$ cat src/rtl/ahb_pkg.sv
// Shared AHB encodings and the AHB-to-APB bridge state encoding.
package ahb_pkg;

  typedef enum logic [1:0] {
    HTRANS_IDLE   = 2'b00,
    HTRANS_BUSY   = 2'b01,
    HTRANS_NONSEQ = 2'b10,
    HTRANS_SEQ    = 2'b11
  } htrans_e;

  localparam logic HRESP_OKAY   = 1'b0;
  localparam logic HRESP_ERROR  = 1'b1;

  localparam logic HWRITE_READ  = 1'b0;
  localparam logic HWRITE_WRITE = 1'b1;

  typedef enum logic [2:0] {
    ST_IDLE   = 3'd0,
    ST_WLATCH = 3'd1,
    ST_SETUP  = 3'd2,
    ST_ACCESS = 3'd3,
    ST_DONE   = 3'd4,
    ST_ERR1   = 3'd5,
    ST_ERR2   = 3'd6
  } bridge_state_e;

endpackage

$ cat src/rtl/ahb2apb_timeout.sv
// Counts stalled APB access cycles; expired flags the TIMEOUT-th stalled cycle.
// Latency: expired is combinational on enable; the count is cleared synchronously.
module ahb2apb_timeout #(
  parameter int TIMEOUT = 255
) (
  input  logic HCLK,
  input  logic HRESET,
  input  logic clear,
  input  logic enable,
  output logic expired
);

  localparam int CW = $clog2(TIMEOUT + 1);

  logic [CW-1:0] cnt;

  always_ff @(posedge HCLK) begin
    if (HRESET || clear) begin
      cnt <= '0;
    end else if (enable) begin
      cnt <= cnt + CW'(1);
    end
  end

  // The stalled cycle that brings the count to TIMEOUT is the one that aborts.
  assign expired = enable && (cnt == CW'(TIMEOUT - 1));

endmodule

$ cat src/rtl/ahb2apb_bridge.sv
// AHB slave to multi-peripheral APB bridge; reads finish 3 cycles and writes 4 cycles after capture.
// HREADY_O is held low for the whole APB transfer, stretched by PREADY until the timeout fires.
module ahb2apb_bridge
  import ahb_pkg::*;
#(
  parameter int AW      = 32,
  parameter int DW      = 32,
  parameter int P_NUM   = 4,
  parameter int TIMEOUT = 255
) (
  input  logic                HCLK,
  input  logic                HRESET,
  input  logic                HSEL,
  input  logic [AW-1:0]       HADDR,
  input  logic [1:0]          HTRANS,
  input  logic                HWRITE,
  input  logic [2:0]          HSIZE,
  input  logic [DW/8-1:0]     HWSTRB,
  input  logic [DW-1:0]       HWDATA,
  input  logic                HREADY_I,
  output logic                HREADY_O,
  output logic                HRESP,
  output logic [DW-1:0]       HRDATA,
  output logic [AW-1:0]       PADDR,
  output logic [P_NUM-1:0]    PSEL,
  output logic                PENABLE,
  output logic                PWRITE,
  output logic [DW-1:0]       PWDATA,
  output logic [DW/8-1:0]     PSTRB,
  input  logic [P_NUM*DW-1:0] PRDATA,
  input  logic [P_NUM-1:0]    PREADY,
  input  logic [P_NUM-1:0]    PSLVERR
);

  bridge_state_e    state, state_nxt;
  logic [3:0]       dec_idx;
  logic [P_NUM-1:0] sel_dec, sel_q;
  logic             idx_bad, capture, ack, slverr, expired, tmo_en;
  logic [DW-1:0]    rdata_mux;
  logic             unused_sigs;

  assign unused_sigs = ^{HSIZE, HTRANS[0]};

  // Peripheral index sits directly below the interconnect's own slave field.
  assign dec_idx = HADDR[AW-5 -: 4];
  assign idx_bad = int'(dec_idx) >= P_NUM;
  assign capture = HSEL && HTRANS[1] && HREADY_I &&
                   (state == ST_IDLE || state == ST_DONE || state == ST_ERR2);

  always_comb begin
    sel_dec = '0;
    for (int i = 0; i < P_NUM; i++) begin
      sel_dec[i] = (dec_idx == 4'(i));
    end
  end

  assign ack    = |(PREADY & sel_q);
  assign slverr = |(PSLVERR & sel_q);

  always_comb begin
    rdata_mux = '0;
    for (int i = 0; i < P_NUM; i++) begin
      if (sel_q[i]) rdata_mux = rdata_mux | PRDATA[i*DW +: DW];
    end
  end

  always_ff @(posedge HCLK) begin
    if (HRESET) state <= ST_IDLE;
    else        state <= state_nxt;
  end

  always_comb begin
    state_nxt = state;
    HREADY_O  = 1'b1;
    HRESP     = HRESP_OKAY;
    PSEL      = '0;
    PENABLE   = 1'b0;
    unique case (state)
      ST_IDLE, ST_DONE, ST_ERR2: begin
        if (state == ST_ERR2) HRESP = HRESP_ERROR;
        if (!capture)                    state_nxt = ST_IDLE;
        else if (idx_bad)                state_nxt = ST_ERR1;
        else if (HWRITE == HWRITE_WRITE) state_nxt = ST_WLATCH;
        else                             state_nxt = ST_SETUP;
      end
      ST_WLATCH: begin
        HREADY_O  = 1'b0;
        state_nxt = ST_SETUP;
      end
      ST_SETUP: begin
        HREADY_O  = 1'b0;
        PSEL      = sel_q;
        state_nxt = ST_ACCESS;
      end
      ST_ACCESS: begin
        HREADY_O = 1'b0;
        PSEL     = sel_q;
        PENABLE  = 1'b1;
        if (ack)          state_nxt = slverr ? ST_ERR1 : ST_DONE;
        else if (expired) state_nxt = ST_ERR1;
      end
      ST_ERR1: begin
        HREADY_O  = 1'b0;
        HRESP     = HRESP_ERROR;
        state_nxt = ST_ERR2;
      end
      default: state_nxt = ST_IDLE;
    endcase
  end

  always_ff @(posedge HCLK) begin
    if (HRESET) begin
      PADDR  <= '0;
      PWRITE <= 1'b0;
      PSTRB  <= '0;
      PWDATA <= '0;
      HRDATA <= '0;
      sel_q  <= '0;
    end else begin
      if (capture) begin
        PADDR  <= HADDR;
        PWRITE <= HWRITE;
        PSTRB  <= (HWRITE == HWRITE_WRITE) ? HWSTRB : '0;
        sel_q  <= sel_dec;
      end
      if (state == ST_WLATCH) PWDATA <= HWDATA;
      if (state == ST_ACCESS && ack && !slverr && PWRITE == HWRITE_READ) HRDATA <= rdata_mux;
    end
  end

  assign tmo_en = (state == ST_ACCESS) && !ack;

  ahb2apb_timeout #(.TIMEOUT(TIMEOUT)) u_timeout (
    .HCLK    (HCLK),
    .HRESET  (HRESET),
    .clear   (state_nxt == ST_SETUP),
    .enable  (tmo_en),
    .expired (expired)
  );

endmodule

$ cat config.mk
export PLATFORM = sky130hd
export DESIGN_NAME = ahb2apb_bridge
export DESIGN_NICKNAME = d
export VERILOG_FILES = /design/src/rtl/ahb_pkg.sv /design/src/rtl/ahb2apb_timeout.sv /design/src/rtl/ahb2apb_bridge.sv
export SDC_FILE = /design/constraint.sdc
export NUM_CORES = 1
export LEC_CHECK = 0
export ABC_AREA = 1
export BUFFER_PORTS_ARGS = -buffer_cell sky130_fd_sc_hd__buf_2
export CAP_MARGIN = 20
export CORE_AREA = 2 2 125 127
export DETAILED_ROUTE_END_ITERATION = 7
export DIE_AREA = 0 0 127 129
export PLACE_DENSITY = 0.75
export SYNTH_ARGS = -nofsm -noshare
export SYNTH_HDL_FRONTEND = slang
export SYNTH_SLANG_ARGS = --single-unit
$ cat constraint.sdc
create_clock -name HCLK -period 2.69 [get_ports HCLK]
set_input_delay 0.1345 -clock HCLK [delete_from_list [all_inputs] [get_ports HCLK]]
set_output_delay 0.1345 -clock HCLK [all_outputs]
set_load 0.05 [all_outputs]
After elaboration in Yosys (flattened, before gate mapping)
Index checks and enable logic that the tools add are counted.
{ "word_totals": {"in_bits": 214, "out_inout_bits": 108, "mem_bits_ro": 0, "elab_cells": 64, "ramBits": 0, "mem_count": 0, "reg_bits": 116, "latchBits": 0} }
{ "op_classes": {"n_bitwise": 6, "n_addsub": 1, "div": 0, "n_mul": 0, "mux": 17, "reduce_logical": 20, "order_cmp": 1, "n_eq_ne": 11, "n_shift": 0} }
{ "op_table": {"columns": ["op", "count"], "rows": [
  ["32-bit 2-to-1 mux", 4],
  ["32-bit OR", 3],
  ["3-bit one-hot mux with 5 select lines", 1],
  ["3-bit 2-to-1 mux", 4],
  ["4-bit OR reduction", 3],
  ["3-bit by 2-bit equality test with 1-bit output (second input constant)", 3],
  ["3-bit equality test (second input constant)", 3],
  ["8-bit by 1-bit adder with 8-bit output (second input constant)", 1],
  ["4-bit bitwise AND", 2],
  ["4-bit by 2-bit equality test with 1-bit output (second input constant)", 2],
  ["8-bit equality test (second input constant)", 1],
  ["1-bit logical AND", 8],
  ["4-bit 2-to-1 mux", 2],
  ["4-bit by 1-bit equality test with 1-bit output (second input constant)", 1],
  ["4-bit by 3-bit greater-or-equal comparator with 1-bit output (second input constant)", 1],
  ["4-bit logical NOT", 1],
  ["1-bit 2-to-1 mux", 4],
  ["3-bit by 1-bit equality test with 1-bit output (second input constant)", 1],
  ["3-bit logical NOT", 1],
  ["1-bit logical OR", 3],
  ["3-bit OR reduction", 1],
  ["1-bit logical NOT", 2],
  ["2-bit 2-to-1 mux", 1],
  ["1-bit one-hot mux with 2 select lines", 1],
  ["2 further kinds", 2]
]} }

Logic depth before layout (Yosys ltp)
Gate-level depths: netlist (run 1).
{ "depth": {"depth_word": 10, "depth_mapped": 11, "ltp_nobuf": 11} }

Hierarchy
From an unflattened synthesis (run 1), not the netlist that was laid out.
{ "hier_totals": {"hier_cells": 792, "hier_area_um2": 5297.6} }
{ "modules_own_cells": {"columns": ["mod", "cells_per_inst", "area_per_inst_um2", "seq_area_each_um2", "n_inst"], "rows": [
  ["ahb2apb_bridge", 740, 4903.5, 2162.1, 1],
  ["ahb2apb_timeout", 52, 394.1, 160.2, 1]
]} }

Least setup slack after synthesis (run 1)
No wires, ideal clock.
{ "synth_path": {"path_kind": "flip-flop to output port", "startpoint": "register sel_q[0]", "endpoint": "output PSEL[0]", "path_slack_ps": 1106, "n_path_buf": 2, "path_stages_with_launch": 5, "t_arrival_ps": 1449, "required_time_ps": 2556, "path_cell_list": "dfxtp_1 buf_2 clkbuf_1 inv_1 nor2_1"} }
{ "synth_via": {"elab_chain_cells": 1} }
{ "synth_rtl": {"columns": ["item", "line", "source"], "rows": [
  ["from (decl)", "ahb2apb_bridge.sv:37", "logic [P_NUM-1:0] sel_dec, sel_q;"],
  ["from (signal assigned)", "ahb2apb_bridge.sv:124", "sel_q <= sel_dec;"],
  ["4-bit 2-to-1 mux", "ahb2apb_bridge.sv:78", "unique case (state)"],
  ["to (decl)", "ahb2apb_bridge.sv:25", "output logic [P_NUM-1:0] PSEL,"]
]} }
No other way between the ends.

Worst setup path in the final report (run 1)
{ "layout_path": {"startpoint": "register state[0]", "endpoint": "output HRESP"} }
{ "layout_via": {"elab_chain_cells": 3, "word_cells_on_any_way": 7, "cone_classes": "eq/ne: 3; mux: 2; reduce/logical: 2"} }
{ "layout_rtl": {"columns": ["item", "line", "source"], "rows": [
  ["from (decl)", "ahb2apb_bridge.sv:35", "bridge_state_e state, state_nxt;"],
  ["from (signal assigned)", "ahb2apb_bridge.sv:69", "else state <= state_nxt;"],
  ["3-bit equality test (tied with other cells)", "ahb2apb_bridge.sv:78", null],
  ["3-bit OR reduction or 1-bit 2-to-1 mux (tied branches)", "ahb2apb_bridge.sv:78, ahb2apb_bridge.sv:80", null],
  ["1-bit one-hot mux with 2 select lines *", "ahb2apb_bridge.sv:78", null],
  ["to (decl)", "ahb2apb_bridge.sv:22", "output logic HRESP,"]
]} }
Every way passes the cells marked *; elsewhere a longest branch is shown, timed or not.

==> insert_results.sql, run 1 <==
INSERT INTO impl_metrics (metric_group, metric, value, unit) VALUES
('synthesis', 'synth_simple_gate_area_share', '34.81', '%'),
('setup_path', 'worst-r2r-setup-slack', '0.79', 'ns'),
('synthesis', 'synth_top_family_by_area', 'simple AND/OR/NAND/NOR gates', ''),
('grt', 'global_route.usage.total', '23.52', '%'),
('die', 'die_width', '127', 'um'),
('synthesis', 'synth-xor-area-share', '0.6416', '%'),
('power_and_ir_drop', 'vdd_ir_drop_max', '487.1', 'uV'),
('sta', 'max_freq', '519.1', 'MHz'),
('setup_path', 'crit_fanout', '35', ''),
('synthesis', 'netlist_area', '0.005460', 'mm^2'),
('cells_and_area', 'fillers', '1424', ''),
('sta', 'timing_hold_violations_final', '0', ''),
('routing', 'via_per_inst', '4.700', ''),
('routing', 'detail_route.wirelength', '19830', 'um'),
('cells_and_area', 'post-route-util', '55.41', '%'),
('placed_design', 'globalplace.congestion', '0.8341', ''),
('synthesis', 'synthesis.yosys.warnings', '0', ''),
('die', 'placement_rows', '45', ''),
('clock_tree', 'cts_buffers', '17', ''),
('hold_path', 'worst_hold_path.num_cells', '3', ''),
('routing', 'avgRoutedWirePerCell', '14.13', 'um'),
('synthesis', 'yosysUniqueCellTypes', '23', ''),
('routing', 'final_antenna_net_count', '0', ''),
('setup_path', 'cp-end-kind', 'primary output', ''),
('placed_design', 'place_area', '0.007143', 'mm^2'),
('placed_design', 'dp_slack', '0.7387', 'ns'),
('cells_and_area', 'fraction_of_layout_instances_using_a_drive_strength_above_1', '30.53', '%'),
('setup_path', 'crit_top_cell', 'sky130_fd_sc_hd__nand2_1', ''),
('clock_tree', 'clk_pin_slew_worst_paths', '0.06', 'ns'),
('setup_path', 'worst-r2r-cell-count', '8', ''),
('job', 'drv_cap', '0', ''),
('die', 'num_io_pins', '322', ''),
('setup_path', 'start_kind', 'register', ''),
('cells_and_area', 'mostFrequentLayoutCells', 'sky130_fd_sc_hd__buf_2, sky130_fd_sc_hd__nand2_1, sky130_fd_sc_hd__dfxtp_1', ''),
('sta', 'relSlewSlack', '56.78', '%'),
('clock_tree', 'cts_max_level', '4', ''),
('power_and_ir_drop', 'power_density', '621.7', 'mW/mm^2'),
('synthesis', 'postSynthAreaPerCell', '6.469', 'um^2'),
('synthesis', 'yosys.area_share.adder', '0.4583', '%'),
('hold_path', 'holdCritPathClass', 'in -> reg', ''),
('sta', 'finalSetupViolCount', '0', ''),
('cells_and_area', 'syn_to_final_growth', '51.99', '%'),
('clock_tree', 'worst_skew_pair.late_latency', '0.41', 'ns'),
('setup_path', 'slowest_stage', 'sky130_fd_sc_hd__buf_4', ''),
('run_status', 'outcome', 'complete, no violations', ''),
('synthesis', 'synth_compound_area_share', '10.63', '%'),
('die', 'die-area', '0.01638', 'mm^2'),
('placed_design', 'placement.io_buffers', '317', ''),
('die', 'core-area', '0.01498', 'mm^2'),
('setup_path', 'r2r-end', 'HRDATA[1]', ''),
('setup_path', 'crit_start', 'state[0]', ''),
('setup_path', 'worstReg2RegStart', 'sel_q[3]', ''),
('synthesis', 'postSynthRegisterBits', '116', ''),
('setup_path', 'crit_arrival', '1.79', 'ns'),
('placed_design', 'place.detailed.hpwl', '13490', 'um'),
('routing', 'first_pass_iters', '5', ''),
('die', 'start_util', '36.46', '%'),
('clock_tree', 'cts.sinks', '116', ''),
('setup_path', 'worst_ep_required_time', '2.56', 'ns'),
('synthesis', 'synth.net_count', '1060', ''),
('sta', 'timing.final.crit_share', '71.61', '%'),
('setup_path', 'critical-path-max-stage-delay', '0.35', 'ns'),
('clock_tree', 'clk_root_buf', 'sky130_fd_sc_hd__clkbuf_16', ''),
('grt', 'grt_max_degree', '44', ''),
('sta', 'final_worst_path_setup_slack', '0.7637', 'ns'),
('sta', 'max_slew.worst_pin.slew', '0.6473', 'ns'),
('die', 'die-height', '129', 'um'),
('clock_tree', 'tritoncts', 'done', ''),
('hold_path', 'hold_path_startpoint', 'HADDR[17]', ''),
('cells_and_area', 'finish.cell_count_without_fillers', '1404', ''),
('hold_path', 'holdPathEnd', 'PADDR[17]', '');
per-stage QoR:
| stage | total power, mW | hold WS, ns |
|---|---|---|
| after CTS | 5.182 | 0.002443 |
| after floorplan | 2.646 | 0.2779 |
| final | 5.160 | 0.009573 |
| after global routing | 5.390 | 0.02802 |
| after detailed placement | 3.001 | 0.3895 |
| after global placement | 2.991 | 0.3831 |
worst max path at each step:
stage	endpoint	slack [ns]	depth (start not counted)
floorplan	PSEL[0]	1.11	4
global placement	HRDATA[3]	0.76	8
detailed placement	HRDATA[4]	0.74	8
CTS	HRDATA[4]	0.73	8
global route	HRDATA[6]	0.52	8
finish	HRESP	0.76	6
sequential cells by signal, summed over array words and instances (netlist names):
name / flops
PSTRB: 4
state: 3
sel_q: 4
PWRITE: 1
PWDATA: 32
HRDATA: 32
u_timeout.cnt: 8
PADDR: 32
critical path: cells and delay by family, from the launching register on:
| kind | cells | cell delay [ns] |
|---|---|---|
| buffers and inverters | 3 | 0.73 |
| DFF | 1 | 0.34 |
| and+or+nand+nor | 3 | 0.32 |
final cells by class:
| cell class | count | area (um^2) | share of cell area (%) |
|---|---|---|---|
| Inverter | 96 | 360.3 | 4.342 |
| Antenna cell | 1 | 2.502 | 0.03015 |
| Multi-Input combinational cell | 581 | 2541 | 30.62 |
| Clock inverter | 12 | 96.34 | 1.161 |
| Tap cell | 188 | 235.2 | 2.834 |
| Timing Repair Buffer | 390 | 2285 | 27.53 |
| Clock buffer | 20 | 456.7 | 5.503 |
| Sequential cell | 116 | 2322 | 27.98 |
where the power goes:
part           internal [mW]  switching [mW]
registers               1.83          0.0641
logic                  0.373           0.786
clock network           1.24           0.870
synthesized netlist by cell type (all sizes together):
library cell	instances	area share, %
a21oi	48	4.4
buf	19	2.1
clkbuf	32	2.2
dfxtp	116	43
ha	2	0.46
inv	96	6.6
nand2	266	18
nand3	40	3.9
nand3b	2	0.27
nand4	35	4.0
nor2	114	8.0
nor3	2	0.18
o21ai	68	6.2
xnor2	2	0.32
xor2	2	0.32
routing by layer:
| metal | GRT usage, % | share of wire (%) | vias to the layer above |
|---|---|---|---|
| li1 | - | - | 3370 |
| met5 | 0 | 0.19 | - |
| met3 | 9.064 | 9.4 | 32 |
| met2 | 41.14 | 49 | 286 |
| met1 | 26.93 | 40 | 2905 |
| met4 | 6.529 | 1.7 | 6 |
kinds of logic after synthesis:
| logic type | after synthesis |
|---|---|
| AND/OR/NAND/NOR | 459 |
| buffers and inverters | 147 |
| AO/OA/AOI/OAI | 116 |
| flip-flops | 116 |
| XOR/XNOR | 4 |
| adder cells (fa/ha/maj) | 2 |
repair_timing:
| action | CTS | global route |
|---|---|---|
| setup buffers | 0 | 0 |
| hold buffers | 60 | 0 |
| hold endpoints to repair | 60 | 0 |
(Power assumes the default switching activity.)
==> run 2: changes to the inputs <==
CORE_AREA = 2 2 124 126   (was 2 2 125 127)
DIE_AREA = 0 0 126 128   (was 0 0 127 129)
PLACE_DENSITY = 0.78   (was 0.75)
clock period = 1.76 ns   (was 2.69 ns; I/O delays follow)
==> insert_results.sql, run 2 (same netlist as run 1, synthesis figures left out) <==
INSERT INTO impl_metrics (metric_group, metric, value, unit) VALUES
('setup_path', 'cp-end-kind', 'primary output', ''),
('die', 'die-area', '0.01613', 'mm^2'),
('grt', 'grt_pass1_vias', '6301', ''),
('grt', 'grt_overflow_total', '0', ''),
('sta', 'unrepaired_setup_endpoints_after_global_routing', 'no', ''),
('cells_and_area', 'fillers', '1377', ''),
('setup_path', 'critical-path-max-stage-delay', '0.41', 'ns'),
('cells_and_area', 'num_antenna_cells', '0', ''),
('setup_path', 'cp_bufs_invs', '3', ''),
('routing', 'via_per_inst', '4.777', ''),
('die', 'start_util', '36.73', '%'),
('clock_tree', 'tritoncts', 'done', ''),
('die', 'placement_rows', '45', ''),
('placed_design', 'placement.io_buffers', '317', ''),
('setup_path', 'slowest_stage', 'sky130_fd_sc_hd__dfxtp_1', ''),
('setup_path', 'class_of_the_most_critical_setup_path', 'reg -> out', ''),
('sta', 'timing.final.crit_share', '93.66', '%'),
('job', 'drv_cap', '0', ''),
('die', 'num_io_pins', '322', ''),
('routing', 'final_antenna_net_count', '0', ''),
('routing', 'detail_route.wirelength', '20640', 'um'),
('power_and_ir_drop', 'total_power', '8.075', 'mW'),
('power_and_ir_drop', 'vdd_ir_drop_max', '622.4', 'uV'),
('cells_and_area', 'final_design_area_no_fill', '0.008484', 'mm^2'),
('setup_path', 'crit_fanout', '33', ''),
('cells_and_area', 'layout.nets', '1429', ''),
('grt', 'grt_max_degree', '67', ''),
('die', 'core-area', '0.01486', 'mm^2'),
('cells_and_area', 'mostFrequentLayoutCells', 'sky130_fd_sc_hd__buf_2, sky130_fd_sc_hd__nand2_1, sky130_fd_sc_hd__dfxtp_1', ''),
('sta', 'fin_crit', '1.648', 'ns'),
('clock_tree', 'clk_root_buf', 'sky130_fd_sc_hd__clkbuf_16', ''),
('setup_path', 'critical_path.cell_chain', 'buf_6, inv_1, nor2_1, buf_2', ''),
('routing', 'avgRoutedWirePerCell', '14.63', 'um'),
('sta', 'finClkSkew', '0.009753', 'ns'),
('clock_tree', 'clock_path_buffers', '2', ''),
('setup_path', 'crit_arrival', '1.56', 'ns'),
('clock_tree', 'cts_max_level', '4', ''),
('routing', 'drt_first_iter_violations', '412', ''),
('grt', 'antenna_violations_before_repair', '1', ''),
('routing', 'first_pass_iters', '4', ''),
('clock_tree', 'cts.sinks', '116', ''),
('sta', 'finalSetupViolCount', '0', ''),
('placed_design', 'globalplace.congestion', '0.8275', ''),
('die', 'die-height', '128', 'um'),
('clock_tree', 'cts_buffers', '17', ''),
('routing', 'via_count', '6741', ''),
('sta', 'timing_hold_violations_final', '0', ''),
('placed_design', 'place.detailed.hpwl', '13680', 'um'),
('grt', 'grt_pass1_wl', '31780', 'um'),
('power_and_ir_drop', 'power_density', '951.7', 'mW/mm^2'),
('sta', 'final.setup.tns', '0', 'ns'),
('sta', 'slew_violations', '0', ''),
('hold_path', 'holdCritPathClass', 'in -> reg', ''),
('clock_tree', 'worst_skew_pair.late_latency', '0.41', 'ns'),
('clock_tree', 'clk_pin_slew_worst_paths', '0.06', 'ns'),
('routing', 'drt_drc_violations_left', '0', ''),
('placed_design', 'place_area', '0.007203', 'mm^2'),
('clock_tree', 'cts.repair_timing.setup_buffer_count', '0', ''),
('sta', 'max_slew.worst_pin.slew', '0.4569', 'ns'),
('run_status', 'outcome', 'complete, no violations', ''),
('power_and_ir_drop', 'cellLeakagePower', '4.182', 'nW'),
('cells_and_area', 'biggestRegsByFlops', 'HRDATA x32, PADDR x32, PWDATA x32', ''),
('die', 'die_width', '126', 'um'),
('cells_and_area', 'syn_to_final_growth', '55.39', '%'),
('grt', 'global_route.usage.total', '24.68', '%'),
('cells_and_area', 'layout.cells.most_common', 'sky130_fd_sc_hd__buf_2', ''),
('setup_path', 'start_kind', 'register', ''),
('cells_and_area', 'fraction_of_layout_instances_using_a_drive_strength_above_1', '30.50', '%'),
('sta', 'relSlewSlack', '69.54', '%'),
('setup_path', 'critPathTopFamily', 'buffers and inverters', ''),
('sta', 'max_freq', '606.7', 'MHz'),
('setup_path', 'worst_ep_required_time', '1.67', 'ns');
run 2: report_power, final:
group	internal (mW)	switching [mW]	total, mW
Sequential	2.79	0.0973	2.89
Clock	2.13	1.20	3.33
Combinational	0.622	1.23	1.85
run 2: metrics by stage:
step	hold slack [ns]	utilization, %	cells	setup WS, ns
floorplan	0.2314	-	844	0.1766
finish	0.02959	57.08	1411	0.1116
detailed placement	0.3447	48.46	1314	0.1474
CTS	0.01322	57.03	1411	0.009588
global route	0.05537	57.08	1411	0.02925
global placement	0.3359	48.46	1314	0.2568
run 2: path summary, 6_finish.rpt:
check / startpoint / endpoint / slack [ns] / cells after the start
worst max-delay path: sel_q[3] / PSEL[3] / 0.11 / 4
worst min-delay path: PRDATA[31] / HRDATA[31] / 0.03 / 5
worst max register to register: state[0] / PADDR[22] / 0.20 / 8
worst min register to register: PWDATA[20] / PWDATA[20] / 0.46 / 2
run 2: layout make-up:
class                           count  area, um^2  share of cell area [%]
Tap cell                          188       235.2                   2.772
Clock buffer                       20       456.7                   5.383
Clock inverter                      9       107.6                   1.268
Sequential cell                   116        2325                   27.40
Timing Repair Buffer              401        2457                   28.96
Multi-Input combinational cell    581        2541                   29.95
Inverter                           96       361.6                   4.262
run 2: metal layers:
metal / global-route usage, % / share of wire, %
met2: 44.31 / 50
met3: 7.554 / 9.1
met5: 0 / 0.063
met4: 8.597 / 2.2
met1: 27.76 / 39
run 2: worst reg2reg max path, delay by kind of cell, from the launching register on:
| family | cells | cell delay, ns |
|---|---|---|
| and+or+nand+nor | 5 | 0.59 |
| buffers and inverters | 3 | 0.58 |
| DFF | 1 | 0.31 |
run 2: what timing repair did:
item                       CTS  global route
pin swaps                    0             0
setup endpoints to repair    3             6
hold buffers                68             0
gates resized for setup      7             4
hold endpoints to repair    70             0
==> run 3: changes to the inputs <==
CORE_AREA = 2 2 126 128   (was 2 2 124 126)
CTS_BUF_LIST = sky130_fd_sc_hd__clkbuf_4 sky130_fd_sc_hd__clkbuf_8   (was unset)
DIE_AREA = 0 0 128 130   (was 0 0 126 128)
PLACE_DENSITY = 0.77   (was 0.78)
==> insert_results.sql, run 3 (same netlist as run 1, synthesis figures left out) <==
INSERT INTO impl_metrics (metric_group, metric, value, unit) VALUES
('sta', 'max_slew.worst_pin.slew', '0.4668', 'ns'),
('die', 'die-area', '0.01664', 'mm^2'),
('hold_path', 'holdCritPathClass', 'in -> reg', ''),
('placed_design', 'globalplace.congestion', '0.8121', ''),
('sta', 'timing_hold_violations_final', '0', ''),
('die', 'placement_rows', '46', ''),
('setup_path', 'crit_fanout', '33', ''),
('sta', 'finalSetupViolCount', '0', ''),
('clock_tree', 'tritoncts', 'done', ''),
('routing', 'drt_first_iter_violations', '276', ''),
('cells_and_area', 'layout.nets', '1452', ''),
('grt', 'antenna_violations_before_repair', '2', ''),
('cells_and_area', 'syn_to_final_growth', '56.32', '%'),
('setup_path', 'worst-r2r-setup-slack', '0.14', 'ns'),
('placed_design', 'place.detailed.hpwl', '13660', 'um'),
('cells_and_area', 'mostFrequentLayoutCells', 'sky130_fd_sc_hd__buf_2, sky130_fd_sc_hd__nand2_1, sky130_fd_sc_hd__dfxtp_1', ''),
('sta', 'finClkSkew', '0.01245', 'ns'),
('power_and_ir_drop', 'vdd_ir_drop_max', '624.5', 'uV'),
('run_status', 'outcome', 'complete, no violations', ''),
('clock_tree', 'worst_skew_pair.late_latency', '0.43', 'ns'),
('routing', 'drt_drc_violations_left', '0', ''),
('clock_tree', 'cts.sinks', '116', ''),
('routing', 'avgRoutedWirePerCell', '14.20', 'um'),
('setup_path', 'worstReg2RegStart', 'sel_q[1]', ''),
('clock_tree', 'clk_root_buf', 'sky130_fd_sc_hd__clkbuf_8', ''),
('setup_path', 'class_of_the_most_critical_setup_path', 'reg -> out', ''),
('sta', 'final.setup.tns', '0', 'ns'),
('die', 'die_width', '128', 'um'),
('hold_path', 'hold_path_startpoint', 'PRDATA[59]', ''),
('grt', 'grt_overflow_total', '0', ''),
('cells_and_area', 'layout.cells.most_common', 'sky130_fd_sc_hd__buf_2', ''),
('routing', 'via_count', '6836', ''),
('hold_path', 'holdPathEnd', 'HRDATA[27]', ''),
('setup_path', 'worst-r2r-cell-count', '6', ''),
('sta', 'unrepaired_setup_endpoints_after_global_routing', 'no', ''),
('routing', 'final_antenna_net_count', '0', ''),
('setup_path', 'worst_ep_required_time', '1.67', 'ns'),
('clock_tree', 'clk_pin_slew_worst_paths', '0.07', 'ns'),
('sta', 'slew_violations', '0', ''),
('setup_path', 'crit_start', 'sel_q[0]', ''),
('cells_and_area', 'fraction_of_layout_instances_using_a_drive_strength_above_1', '30.58', '%'),
('grt', 'global_route.usage.total', '23.59', '%'),
('sta', 'timing.final.crit_share', '93.08', '%'),
('setup_path', 'start_kind', 'register', ''),
('routing', 'via_per_inst', '4.734', ''),
('grt', 'grt_pass1_wl', '30500', 'um'),
('die', 'start_util', '35.40', '%'),
('sta', 'relSlewSlack', '68.88', '%'),
('clock_tree', 'cts_max_level', '4', ''),
('sta', 'fin_crit', '1.638', 'ns'),
('setup_path', 'cp-end-kind', 'primary output', ''),
('hold_path', 'worst_hold_path.num_cells', '5', ''),
('clock_tree', 'cts_buffers', '17', ''),
('die', 'core-area', '0.01542', 'mm^2'),
('grt', 'grt_pass1_vias', '6263', ''),
('routing', 'first_pass_iters', '5', ''),
('setup_path', 'r2r-end', 'HRDATA[31]', ''),
('die', 'num_io_pins', '322', ''),
('power_and_ir_drop', 'cellLeakagePower', '4.198', 'nW'),
('sta', 'max_freq', '610.5', 'MHz'),
('clock_tree', 'clock_path_buffers', '2', ''),
('placed_design', 'placement.io_buffers', '317', ''),
('routing', 'detail_route.wirelength', '20510', 'um'),
('job', 'drv_cap', '0', ''),
('grt', 'grt_max_degree', '65', ''),
('setup_path', 'crit_arrival', '1.55', 'ns'),
('cells_and_area', 'biggestRegsByFlops', 'HRDATA x32, PADDR x32, PWDATA x32', ''),
('power_and_ir_drop', 'power_density', '824.8', 'mW/mm^2'),
('die', 'die-height', '130', 'um'),
('power_and_ir_drop', 'total_power', '7.041', 'mW');
[run 3: through the flow]
stage               hold slack [ns]  utilization, %  cell area [um^2]  instances  setup WS [ns]
global route               0.005515           55.31              8531       1442       0.007654
detailed placement           0.3426           47.04              7256       1322        0.08518
global placement             0.3359           47.04              7256       1322         0.1277
CTS                        0.002400           55.13              8503       1441        0.02039
floorplan                    0.2314               -              5460        844         0.1766
finish                      0.03074           55.34              8536       1444         0.1219
[run 3: critical path, cell delays in order (launching register included)]
cell	delay, ns
sky130_fd_sc_hd__dfxtp_1	0.38
sky130_fd_sc_hd__buf_6	0.28
sky130_fd_sc_hd__inv_1	0.09
sky130_fd_sc_hd__nor2_1	0.20
sky130_fd_sc_hd__buf_12	0.17
[run 3: how the worst max path moves through the flow]
| stage | end | cells after the start |
|---|---|---|
| CTS | PSEL[2] | 4 |
| detailed placement | PADDR[19] | 8 |
| floorplan | u_timeout.cnt[2] | 10 |
| global placement | PADDR[4] | 8 |
| finish | PSEL[0] | 4 |
| global route | PSEL[0] | 4 |
[run 3: metal layers]
metal	vias to the layer above	share of wire, %	track usage [%]
met5	-	0	0
met4	0	2.5	9.373
met3	45	8.4	7.790
met2	341	49	43.00
li1	3432	-	-
met1	3018	40	25.33
[run 3: power by group]
part	leakage [nW]	switching, mW	total [mW]	internal [mW]
Clock	0.179	1.20	2.26	1.06
Sequential	0.941	0.0925	2.88	2.79
Combinational	3.08	1.24	1.90	0.659
Total	4.20	2.53	7.04	4.51
[run 3: layout make-up]
| class | instances | area (um^2) |
|---|---|---|
| fillers | 1405 | 6889 |
| repair buffers | 424 | 2693 |
| multi-input cells | 581 | 2546 |
| flip-flops and latches | 116 | 2323 |
| inverters | 96 | 365.4 |
| clock buffers | 19 | 261.5 |
| well taps | 192 | 240.2 |
| clock inverters | 13 | 98.84 |
| diodes | 3 | 7.507 |
[run 3: timing repair]
action / in CTS / in global routing
buffers inserted: 0 / 0
setup endpoints to repair: 2 / 37
hold endpoints to repair: 82 / 0
gates resized for setup: 4 / 10
hold buffers: 87 / 0
